**config.mk**
```make
export PLATFORM = sky130hd
export DESIGN_NAME = writeback_unit
export DESIGN_NICKNAME = d
export VERILOG_FILES = /design/src/rtl/writeback_unit.sv
export SDC_FILE = /design/constraint.sdc
export NUM_CORES = 1
export LEC_CHECK = 0
export ABC_AREA = 1
export CAP_MARGIN = 20
export CORE_AREA = 8 8 128 130
export CTS_CLUSTER_DIAMETER = 100
export DETAILED_ROUTE_END_ITERATION = 10
export DIE_AREA = 0 0 136 138
export PLACE_DENSITY = 0.78
export SYNTH_ARGS = -nofsm -noshare
export SYNTH_HDL_FRONTEND = slang
export SYNTH_SLANG_ARGS = --single-unit
```
**constraint.sdc**
```tcl
create_clock -name clk -period 2.6 [get_ports clk]
set_input_delay 0.39 -clock clk [delete_from_list [all_inputs] [get_ports clk]]
set_output_delay 0.39 -clock clk [all_outputs]
set_load 0.01 [all_outputs]
```
**src/rtl/writeback_unit.sv**
```systemverilog
// Write-back arbiter: merges ALU and buffered LSU results onto one registered register-file write port.
// Optional WB_FWD_EN macro adds the decode forwarding compare ports (fwd_reg1/2, fwd_hit1/2).
module writeback_unit #(
  parameter int XLEN       = 32,
  parameter int FIFO_DEPTH = 2,
  parameter int STARVE_MAX = 4
) (
  input  logic            clk,
  input  logic            n_rst,
  input  logic            alu_valid,
  input  logic [4:0]      alu_rd,
  input  logic [XLEN-1:0] alu_data,
  output logic            alu_stall,
  input  logic            lsu_valid,
  output logic            lsu_ready,
  input  logic [4:0]      lsu_rd,
  input  logic [XLEN-1:0] lsu_data,
  input  logic            issue_valid,
  input  logic [4:0]      issue_rd,
  output logic [31:0]     busy,
`ifdef WB_FWD_EN
  input  logic [4:0]      fwd_reg1,
  input  logic [4:0]      fwd_reg2,
  output logic            fwd_hit1,
  output logic            fwd_hit2,
`endif
  output logic            RegWr,
  output logic [4:0]      write_reg,
  output logic [XLEN-1:0] write_data
);
  localparam int PW = (FIFO_DEPTH > 1) ? $clog2(FIFO_DEPTH) : 1;
  localparam int CW = $clog2(FIFO_DEPTH + 1);
  localparam int SW = $clog2(STARVE_MAX + 1);

  typedef enum logic {ALU_PRI, FORCE_DRAIN} state_t;

  state_t          state, state_nxt;
  logic [SW-1:0]   starve_cnt, starve_nxt;
  logic [4:0]      fifo_rd   [FIFO_DEPTH];
  logic [XLEN-1:0] fifo_data [FIFO_DEPTH];
  logic [PW-1:0]   head, tail;
  logic [CW-1:0]   count;
  logic            fifo_empty, fifo_full;
  logic            store, pop, alu_req, sel_alu;
  logic            wr_lsu_p1;
  logic [31:0]     busy_set, busy_clr;

  assign fifo_empty = (count == '0);
  assign fifo_full  = (count == CW'(FIFO_DEPTH));
  assign lsu_ready  = !fifo_full;
  // x0 pushes complete the handshake but never occupy an entry
  assign store      = lsu_valid && !fifo_full && (lsu_rd != 5'd0);
  assign alu_req    = alu_valid && (alu_rd != 5'd0);
  assign alu_stall  = (state == FORCE_DRAIN);

  always_comb begin
    state_nxt  = state;
    starve_nxt = starve_cnt;
    pop        = 1'b0;
    sel_alu    = 1'b0;
    case (state)
      ALU_PRI: begin
        if (alu_req) begin
          sel_alu = 1'b1;
          if (fifo_empty) begin
            starve_nxt = '0;
          end else begin
            starve_nxt = starve_cnt + 1'b1;
            if (starve_nxt == SW'(STARVE_MAX)) state_nxt = FORCE_DRAIN;
          end
        end else begin
          pop        = !fifo_empty;
          starve_nxt = '0;
        end
      end
      FORCE_DRAIN: begin
        pop        = !fifo_empty;
        starve_nxt = '0;
        state_nxt  = ALU_PRI;
      end
      default: state_nxt = ALU_PRI;
    endcase
  end

  always_ff @(posedge clk or negedge n_rst) begin
    if (!n_rst) begin
      state      <= ALU_PRI;
      starve_cnt <= '0;
      head       <= '0;
      tail       <= '0;
      count      <= '0;
    end else begin
      state      <= state_nxt;
      starve_cnt <= starve_nxt;
      if (store) tail <= (tail == PW'(FIFO_DEPTH - 1)) ? '0 : tail + 1'b1;
      if (pop)   head <= (head == PW'(FIFO_DEPTH - 1)) ? '0 : head + 1'b1;
      case ({store, pop})
        2'b10:   count <= count + 1'b1;
        2'b01:   count <= count - 1'b1;
        default: count <= count;
      endcase
    end
  end

  always_ff @(posedge clk) begin
    if (store) begin
      fifo_rd[tail]   <= lsu_rd;
      fifo_data[tail] <= lsu_data;
    end
  end

  // ---- write port stage (p1) ----
  always_ff @(posedge clk or negedge n_rst) begin
    if (!n_rst) begin
      RegWr      <= 1'b0;
      wr_lsu_p1  <= 1'b0;
      write_reg  <= '0;
      write_data <= '0;
    end else begin
      RegWr     <= sel_alu || pop;
      wr_lsu_p1 <= pop;
      if (sel_alu) begin
        write_reg  <= alu_rd;
        write_data <= alu_data;
      end else if (pop) begin
        write_reg  <= fifo_rd[head];
        write_data <= fifo_data[head];
      end
    end
  end

  // Clear follows the visible LSU write; a same-cycle issue to that register re-sets it
  assign busy_clr = (RegWr && wr_lsu_p1) ? (32'd1 << write_reg) : 32'd0;
  assign busy_set = (issue_valid && issue_rd != 5'd0) ? (32'd1 << issue_rd) : 32'd0;

  always_ff @(posedge clk or negedge n_rst) begin
    if (!n_rst) busy <= '0;
    else        busy <= ((busy & ~busy_clr) | busy_set) & ~32'd1;
  end

`ifdef WB_FWD_EN
  assign fwd_hit1 = RegWr && (write_reg != 5'd0) && (write_reg == fwd_reg1);
  assign fwd_hit2 = RegWr && (write_reg != 5'd0) && (write_reg == fwd_reg2);
`endif

endmodule

```
[After elaboration in Yosys (flattened, before gate mapping)]
Memory sizes are Yosys's and may differ from the RTL's.
Index checks and enable logic that the tools add are counted.
Storage, ports and cells
  flip-flop bits (word level): 78
  bits in latches: 0
  memory bits (writable): 74
  bits in read-only memories: 0
  memories kept: 2
Operators by class
  add/subtract/negate cells: 5
  multipliers: 0
  divide/modulo/power cells: 0
  magnitude comparators: 0
  equality and inequality tests: 4
  shift operators: 2
  mux-type cells: 22
  bitwise logic cells: 4
  reduce and logical (&&, ||, !) cells: 14
Memories
  fifo_data: depth 2, bits a word 32, rd ports 1, clocked after Yosys merged registers in 0, wr ports 1, RTL line 40  | logic [XLEN-1:0] fifo_data [FIFO_DEPTH];
  fifo_rd: depth 2, bits a word 5, rd ports 1, clocked after Yosys merged registers in 0, wr ports 1, RTL line 39  | logic [4:0] fifo_rd [FIFO_DEPTH];
Operators by type and width (count)
  $mux 32: 4
  $shl 1x5->32 const A: 2
  $and 32x32->32: 1
  $not 32->32: 1
  $or 32x32->32: 1
  $reduce_bool 5->1: 3
  $mux 1: 10
  $mux 5: 2
  $mux 3: 2
  $pmux 3 s2: 1
  $logic_and 1x1->1: 5
  $eq 2x2->1 const B: 2
  $pmux 1 s2: 2
  $pmux 2 s2: 1
  $reduce_bool 2->1: 2
  $add 3x1->3 const B: 1
  $eq 3x3->1 const B: 1
  $add 1x1->1 const B: 2
  $add 2x1->2 const B: 1
  $eq 2x1->1 const B: 1
  $logic_not 1->1: 2
  $logic_not 2->1: 1
  $sub 2x1->2 const B: 1
  $logic_or 1x1->1: 1
  $not 1->1: 1

[Logic depth before layout (Yosys ltp)]
Gate-level depths: netlist (run 1).
  depth in word-level cells: 6
  mapped depth: 10
  mapped depth without buffers: 9

[Worst setup path before layout (run 1)]
No wires, ideal clock.
  path kind: register -> register
  from: register count[0]
  to: memory fifo_data[1][0] (enable)
  library setup time: 0.431 ns
  data arrival time: 2.323 ns
  required time: 2.169 ns
  slack: -0.154 ns
  cell stages (with the launch flop): 5
  path buffers: 0
  clock period less this slack: 2.754 ns
  cells stage by stage: dfrtp_1 -> inv_1 -> nand2_1 -> nand3_1 -> nor2_1
On the way
  longest elaborated chain between the ends: 6
Ends and longest elaborated chain
  start: declaration: RTL line 42  | logic [CW-1:0] count;
  start signal: assignment: RTL line 98  | 2'b10: count <= count + 1'b1;
  start signal: assignment: RTL line 99  | 2'b01: count <= count - 1'b1;
  start signal: assignment: RTL line 100  | default: count <= count;
  $eq 2x2->1: RTL line 49  | assign fifo_full = (count == CW'(FIFO_DEPTH));
  $logic_not 1->1
  named net lsu_ready: RTL line 15  | output logic lsu_ready,
  $logic_and 1x1->1 (2 in a row): RTL line 52  | assign store = lsu_valid && !fifo_full && (lsu_rd != 5'd0);
  $mux 1: RTL line 106  | if (store) begin
  $mux 1 (implied by the code): RTL line 108  | fifo_data[tail] <= lsu_data;
  end: declaration: RTL line 40
The timed path passes the listed nets, and every way through them passes these cells.

[Final worst setup path (run 1)]
  from: register write_reg[1]
  to: output port write_reg[1]
RTL lines
  start: declaration: RTL line 28  | output logic [4:0] write_reg,
  start signal: assignment: RTL line 123  | write_reg <= alu_rd;
  start signal: assignment: RTL line 126  | write_reg <= fifo_rd[head];
No word-level cell between the ends.

==> results.json, run 1 <==
{
  "status": "completed",
  "cts_resized": 0,
  "die-area_mm2": 0.0188,
  "grt_pass1_wl_mm": 27.0,
  "syn_inst": 620,
  "setup_ws_ns": 0.548,
  "vdd_drop_max_v": 0.000534,
  "critPathArrivalTime_ns": 1.66,
  "pwr-share-seq_pct": 39.4,
  "dr.pass1.iters": 5,
  "synth_most_common_cell": "nand2_1",
  "syn_to_final_growth_pct": 36.5,
  "pin_count": 156,
  "maxCapViolCount": 0,
  "synth_cell_type_count": 25,
  "portBuffers": 154,
  "synthTopCellsByCount": "189 x nand2_1, 93 x nand3_1, 78 x dfrtp_1",
  "slew_headroom_pct": 48.9,
  "finalClockSkew_ns": 0.0111,
  "cts_buffers": 17,
  "setup-tns-final_ns": 0,
  "drc": 0,
  "ys_seq_area_share_pct": 65.9,
  "ant_nets": 0,
  "min_from": "starve_cnt[0]",
  "endpoint_kind": "output pin",
  "final_util_pct": 60.4,
  "startpoint_type": "flop",
  "hold_viol": 0,
  "largest_register_ffs": 64,
  "cts_tree": "yes",
  "power.net_switching_w": 0.00316,
  "drive_above_1_share_pct": 7.02,
  "stdcell_count": 968,
  "diodes": 0,
  "post-place-ws_ns": 0.474,
  "worstPathCellList": "clkdlybuf4s50_1",
  "rsz0062_at_grt": "no",
  "crit_fanout": 12,
  "overflow": 0,
  "cellPowerDensity_mw_per_mm2": 1100,
  "power_frac_comb_pct": 33.9,
  "clk-insertion-delay-late_ns": 0.42,
  "fp-row-count": 44,
  "grt_pass1_vias": 5127,
  "clockPowerShare_pct": 26.7,
  "largestRegisters": "fifo_data (64), write_data (32), busy (31)",
  "placed_cell_area_mm2": 0.00802,
  "placed_cells": 935,
  "initial_utilization_pct": 44.3,
  "path_buf_inv": 1,
  "die_w_um": 136,
  "critPathMaxStageDelay_ns": 0.63,
  "design_area_mm2": 0.00865,
  "grt_use_total_pct": 18.4,
  "sw_frac_of_total_pct": 33.3,
  "setup_viol": 0,
  "totalWireLength_mm": 16.8,
  "max_slew.worst_pin.slew_ns": 0.766,
  "synthTopCellsByArea": "edfxtp_1 35%, dfrtp_1 31%, nand2_1 11%",
  "die_height_um": 138,
  "yosysTopAreaCell": "edfxtp_1",
  "synth-seq-cells": 152,
  "grt_max_degree": 70,
  "via_per_inst": 5.20,
  "clk_path_buf_depth": 2,
  "max_freq_mhz": 487,
  "top_register": "fifo_data",
  "cp_slowest_cell": "clkdlybuf4s50_1",
  "synth_area_mm2": 0.00634,
  "period_needed_ns": 2.05,
  "synth.avg_cell_area_um2": 10.2,
  "fin_crit_sh_pct": 78.9,
  "antenna_found_initial": 2,
  "r2r-start": "count[0]",
  "startpoint": "write_reg[1]",
  "drt-wirelength-per-cell_um": 17.4,
  "critPathKind": "flop to output pin",
  "required_ns": 2.21,
  "leakagePower_nw": 3.42,
  "core_area_mm2": 0.0143,
  "via_count": 5038,
  "ys.flop_type": "dfrtp_1",
  "cts_sinks": 152,
  "crit_family": "buffers and inverters",
  "ys_warn_count": 0,
  "synth_edf_count": 74,
  "cts.clk_slew.worst_paths_ns": 0.06,
  "synth_top_area_share_pct": 35.1,
  "cts_root_buf": "clkbuf_16",
  "layout.nets": 858,
  "min_path_type": "flop to flop",
  "async_reset_ff_share_pct": 51.3,
  "drv_slew": 0,
  "place_hpwl_mm": 11.6,
  "h-tree-depth": 4,
  "p_int_w": 0.00633,
  "dr.first_iter.drc_count": 405,
  "gp_congestion": 0.919,
  "synth_nets": 707
}
## final timing paths
path	slack, ns	to	cells past startpoint
min reg2reg	0.44	starve_cnt[0]	1
max in group asynchronous	1.48	write_data[19]	3
max	0.55	write_reg[1]	1
min	0.44	starve_cnt[0]	1
min in group asynchronous	0.51	write_data[30]	2
max reg2reg	0.88	count[1]	7
## kinds of logic after synthesis
| kind of cell | Yosys count | share of synthesized area (%) |
|---|---|---|
| buffers and inverters | 59 | 4.62 |
| AND/OR/NAND/NOR | 317 | 21.8 |
| XOR/XNOR | 2 | 0.276 |
| AO/OA/AOI/OAI | 86 | 6.79 |
| flip-flops | 152 | 65.9 |
| other | 1 | 0.0592 |
| adder cells (fa/ha/maj) | 3 | 0.592 |
## metrics by stage
step                      power (W)  hold WS [ns]
after global placement      0.00695         0.409
after CTS                   0.00957         0.441
after detailed placement    0.00702         0.407
after global routing         0.0100         0.456
after floorplan             0.00538        0.0944
final                       0.00949         0.442
## cell usage in the layout (no fill, tap or decap), drive strengths merged
| master | count |
|---|---|
| nand4 | 11 |
| o21ai | 54 |
| xnor2 | 2 |
| inv | 26 |
| nor3 | 7 |
| buf | 12 |
| edfxtp | 74 |
| dlygate4sd3 | 1 |
| nand3 | 93 |
| conb | 1 |
| bufinv | 3 |
| nor4 | 2 |
| a21oi | 32 |
| clkdlybuf4s50 | 153 |
| ha | 3 |
| clkinv | 3 |
| nand2 | 190 |
| clkinvlp | 4 |
| nor2 | 14 |
| dfrtp | 78 |
| clkbuf | 21 |
## layer usage
metal / global-route usage, % / part of all wire, % / routed length (um)
met1: 22.4 / 41 / 6910
met2: 29.0 / 48 / 8090
met3: 6.92 / 9.1 / 1530
met4: 7.00 / 1.6 / 271
met5: 0 / 0.14 / 23
## repair_timing
action,4_1_cts,5_1_grt
hold buffers,1,0
hold endpoints to repair,37,0
setup buffers,0,0
setup endpoints to repair,0,0
## power groups by stage
stage	clock [W]	sequential [W]	combinational [W]
after floorplan	0	0.00387	0.00151
after global placement	0	0.00375	0.00320
after detailed placement	0	0.00378	0.00324
after CTS	0.00257	0.00374	0.00326
after global routing	0.00268	0.00383	0.00353
final	0.00253	0.00374	0.00321
## final cells by class
| type | instances | area, um2 |
|---|---|---|
| clock buffer | 21 | 470 |
| fill | 1166 | 5660 |
| clock inverter | 11 | 146 |
| multi-input combinational | 409 | 1880 |
| sequential | 152 | 4170 |
| inverter | 25 | 93.8 |
| timing repair buffer | 166 | 1660 |
| tap | 184 | 230 |
Note: power is estimated with default switching activity, not from simulation.
==> inputs of run 2 (changes only) <==
--- a/config.mk
+++ b/config.mk
@@ -7,11 +7,11 @@
 export LEC_CHECK = 0
 export ABC_AREA = 1
 export CAP_MARGIN = 20
-export CORE_AREA = 8 8 128 130
+export CORE_AREA = 8 8 123 125
 export CTS_CLUSTER_DIAMETER = 100
 export DETAILED_ROUTE_END_ITERATION = 10
-export DIE_AREA = 0 0 136 138
-export PLACE_DENSITY = 0.78
+export DIE_AREA = 0 0 131 133
+export PLACE_DENSITY = 0.81
 export SYNTH_ARGS = -nofsm -noshare
 export SYNTH_HDL_FRONTEND = slang
 export SYNTH_SLANG_ARGS = --single-unit
==> constraint.sdc (replaced) <==
create_clock -name clk -period 2.1 [get_ports clk]
set_input_delay 0.315 -clock clk [delete_from_list [all_inputs] [get_ports clk]]
set_output_delay 0.315 -clock clk [all_outputs]
set_load 0.01 [all_outputs]
==> run 2 against run 1 <==
Against the previous run: worst setup slack worse by 0.43 ns; final area up 0.67%; first-iteration DRC count up 38%; critical path type unchanged; via count up 6.1%; sequential power up 25%; sequential share of layout area down 0.32 points; largest cell class unchanged; cell count unchanged; core utilization up 6.1 points.
==> results.json, run 2 (synthesis gave the netlist of run 1 again) <==
{
  "status": "completed",
  "grt_use_total_pct": 20.4,
  "largestRegisters": "fifo_data (64), write_data (32), busy (31)",
  "place_hpwl_mm": 12.3,
  "path_depth": 1,
  "dr.first_iter.drc_count": 560,
  "vdd_drop_max_v": 0.000817,
  "leakagePower_nw": 3.47,
  "path_buf_inv": 1,
  "seq_area_mm2": 0.00417,
  "setup_viol": 0,
  "h-tree-depth": 4,
  "dr.pass1.iters": 4,
  "layout.nets": 866,
  "gp_congestion": 0.944,
  "fp-row-count": 42,
  "startpoint": "write_reg[1]",
  "critPathMaxStageDelay_ns": 0.63,
  "grt_pass1_vias": 5520,
  "cts_tree": "yes",
  "drc": 0,
  "multiInputGateArea_mm2": 0.00188,
  "startpoint_type": "flop",
  "cts_buffers": 17,
  "pin_count": 156,
  "die_height_um": 133,
  "critPathKind": "flop to output pin",
  "cellPowerDensity_mw_per_mm2": 1350,
  "clk_path_buf_depth": 2,
  "drt-wirelength-per-cell_um": 17.9,
  "drv_slew": 0,
  "overflow": 0,
  "fillers": 973,
  "worstPathCellList": "clkdlybuf4s50_1",
  "mostFrequentLayoutCell": "nand2_1",
  "r2r_cells": 7,
  "portBuffers": 154,
  "endpoint_kind": "output pin",
  "period_needed_ns": 1.99,
  "die-area_mm2": 0.0174,
  "final_util_pct": 66.6,
  "totalWireLength_mm": 17.3,
  "diodes": 0,
  "cts_sinks": 152,
  "hold_viol": 0,
  "maxCapViolCount": 0,
  "required_ns": 1.78,
  "critPathArrivalTime_ns": 1.67,
  "die_w_um": 131,
  "antenna_found_initial": 1,
  "crit_family": "buffers and inverters",
  "ant_nets": 0,
  "max_freq_mhz": 503,
  "core_area_mm2": 0.0131,
  "finalClockSkew_ns": 0.00904,
  "r2r_slack_ns": 0.43,
  "top_register": "fifo_data",
  "setup-tns-final_ns": 0,
  "grt_pass1_wl_mm": 27.3,
  "drive_above_1_share_pct": 7.83,
  "endpoint": "write_reg[1]",
  "slew_headroom_pct": 51.8,
  "via_per_inst": 5.52,
  "cts_resized": 0,
  "rsz0062_at_grt": "no",
  "via_count": 5346,
  "max_slew.worst_pin.slew_ns": 0.724,
  "initial_utilization_pct": 48.4,
  "grt_max_degree": 70,
  "r2r-start": "count[0]",
  "largest_register_ffs": 64,
  "layout_common_cells": "189 x nand2_1, 153 x clkdlybuf4s50_1, 93 x nand3_1",
  "fin_crit_sh_pct": 94.6,
  "cp_slowest_cell": "clkdlybuf4s50_1",
  "cts.clk_slew.worst_paths_ns": 0.06,
  "cts_root_buf": "clkbuf_16",
  "crit_fanout": 12,
  "clk-insertion-delay-late_ns": 0.43,
  "post_cts_buffers": 0,
  "reg2reg_to": "count[1]",
  "syn_to_final_growth_pct": 37.4,
  "min_path_type": "input pin to async pin"
}
run 2: cell types whose count changed in the layout (fill, tap and decap cells not counted), sizes merged:
| cell | change |
|---|---|
| buf | +8 |
| clkinv | +5 |
| inv | +3 |
| clkinvlp | -3 |
| clkbuf | -4 |
| bufinv | -1 |
run 2: power breakdown:
group          switching, W  internal, W
Clock               0.00123      0.00175
Combinational       0.00224      0.00188
Sequential         0.000572      0.00411
run 2: repair_timing:
| action | 4_1_cts | 5_1_grt |
|---|---|---|
| hold endpoints to repair | 43 | 0 |
| hold buffers | 1 | 0 |
| endpoints found under the setup margin | 0 | 0 |
run 2: worst min-delay path by stage:
stage / startpoint / end / slack (ns) / cells after the start
6_report: n_rst / busy[13] / 0.45 / 2
5_1_grt: alu_data[29] / write_data[29] / 0.46 / 3
4_1_cts: alu_data[29] / write_data[29] / 0.45 / 3
3_5_place_dp: n_rst / busy[13] / 0.35 / 1
3_3_place_gp: n_rst / busy[14] / 0.34 / 1
2_1_floorplan: n_rst / RegWr / 0.02 / 0
run 2: through the flow:
step | cell area, um2 | cells | setup slack [ns] | hold slack [ns] | power (W)
floorplan | 6350 | 620 | 0.225 | 0.0194 | 0.00667
global placement | 8120 | 935 | 0.0674 | 0.341 | 0.00866
detailed placement | 8120 | 935 | -0.00821 | 0.355 | 0.00885
CTS | 8710 | 968 | 0.118 | 0.449 | 0.0118
global route | 8710 | 968 | 0.0668 | 0.459 | 0.0124
finish | 8710 | 968 | 0.113 | 0.451 | 0.0118
run 2: per-layer routing:
layer / part of all wire, % / GRT usage, % / vias to the layer above
met2: 50 / 33.6 / 298
met4: 2.8 / 9.51 / 2
li1: - / - / 2447
met1: 38 / 23.6 / 2554
met5: 0.064 / 0 / -
met3: 9.7 / 6.15 / 45
run 2: final cells by class:
| cell class | count | area share (%) |
|---|---|---|
| Timing Repair Buffer | 174 | 20.3 |
| Clock buffer | 17 | 4.89 |
| Inverter | 25 | 1.08 |
| Sequential cell | 152 | 47.9 |
| Tap cell | 176 | 2.53 |
| Clock inverter | 15 | 1.71 |
| Multi-Input combinational cell | 409 | 21.6 |
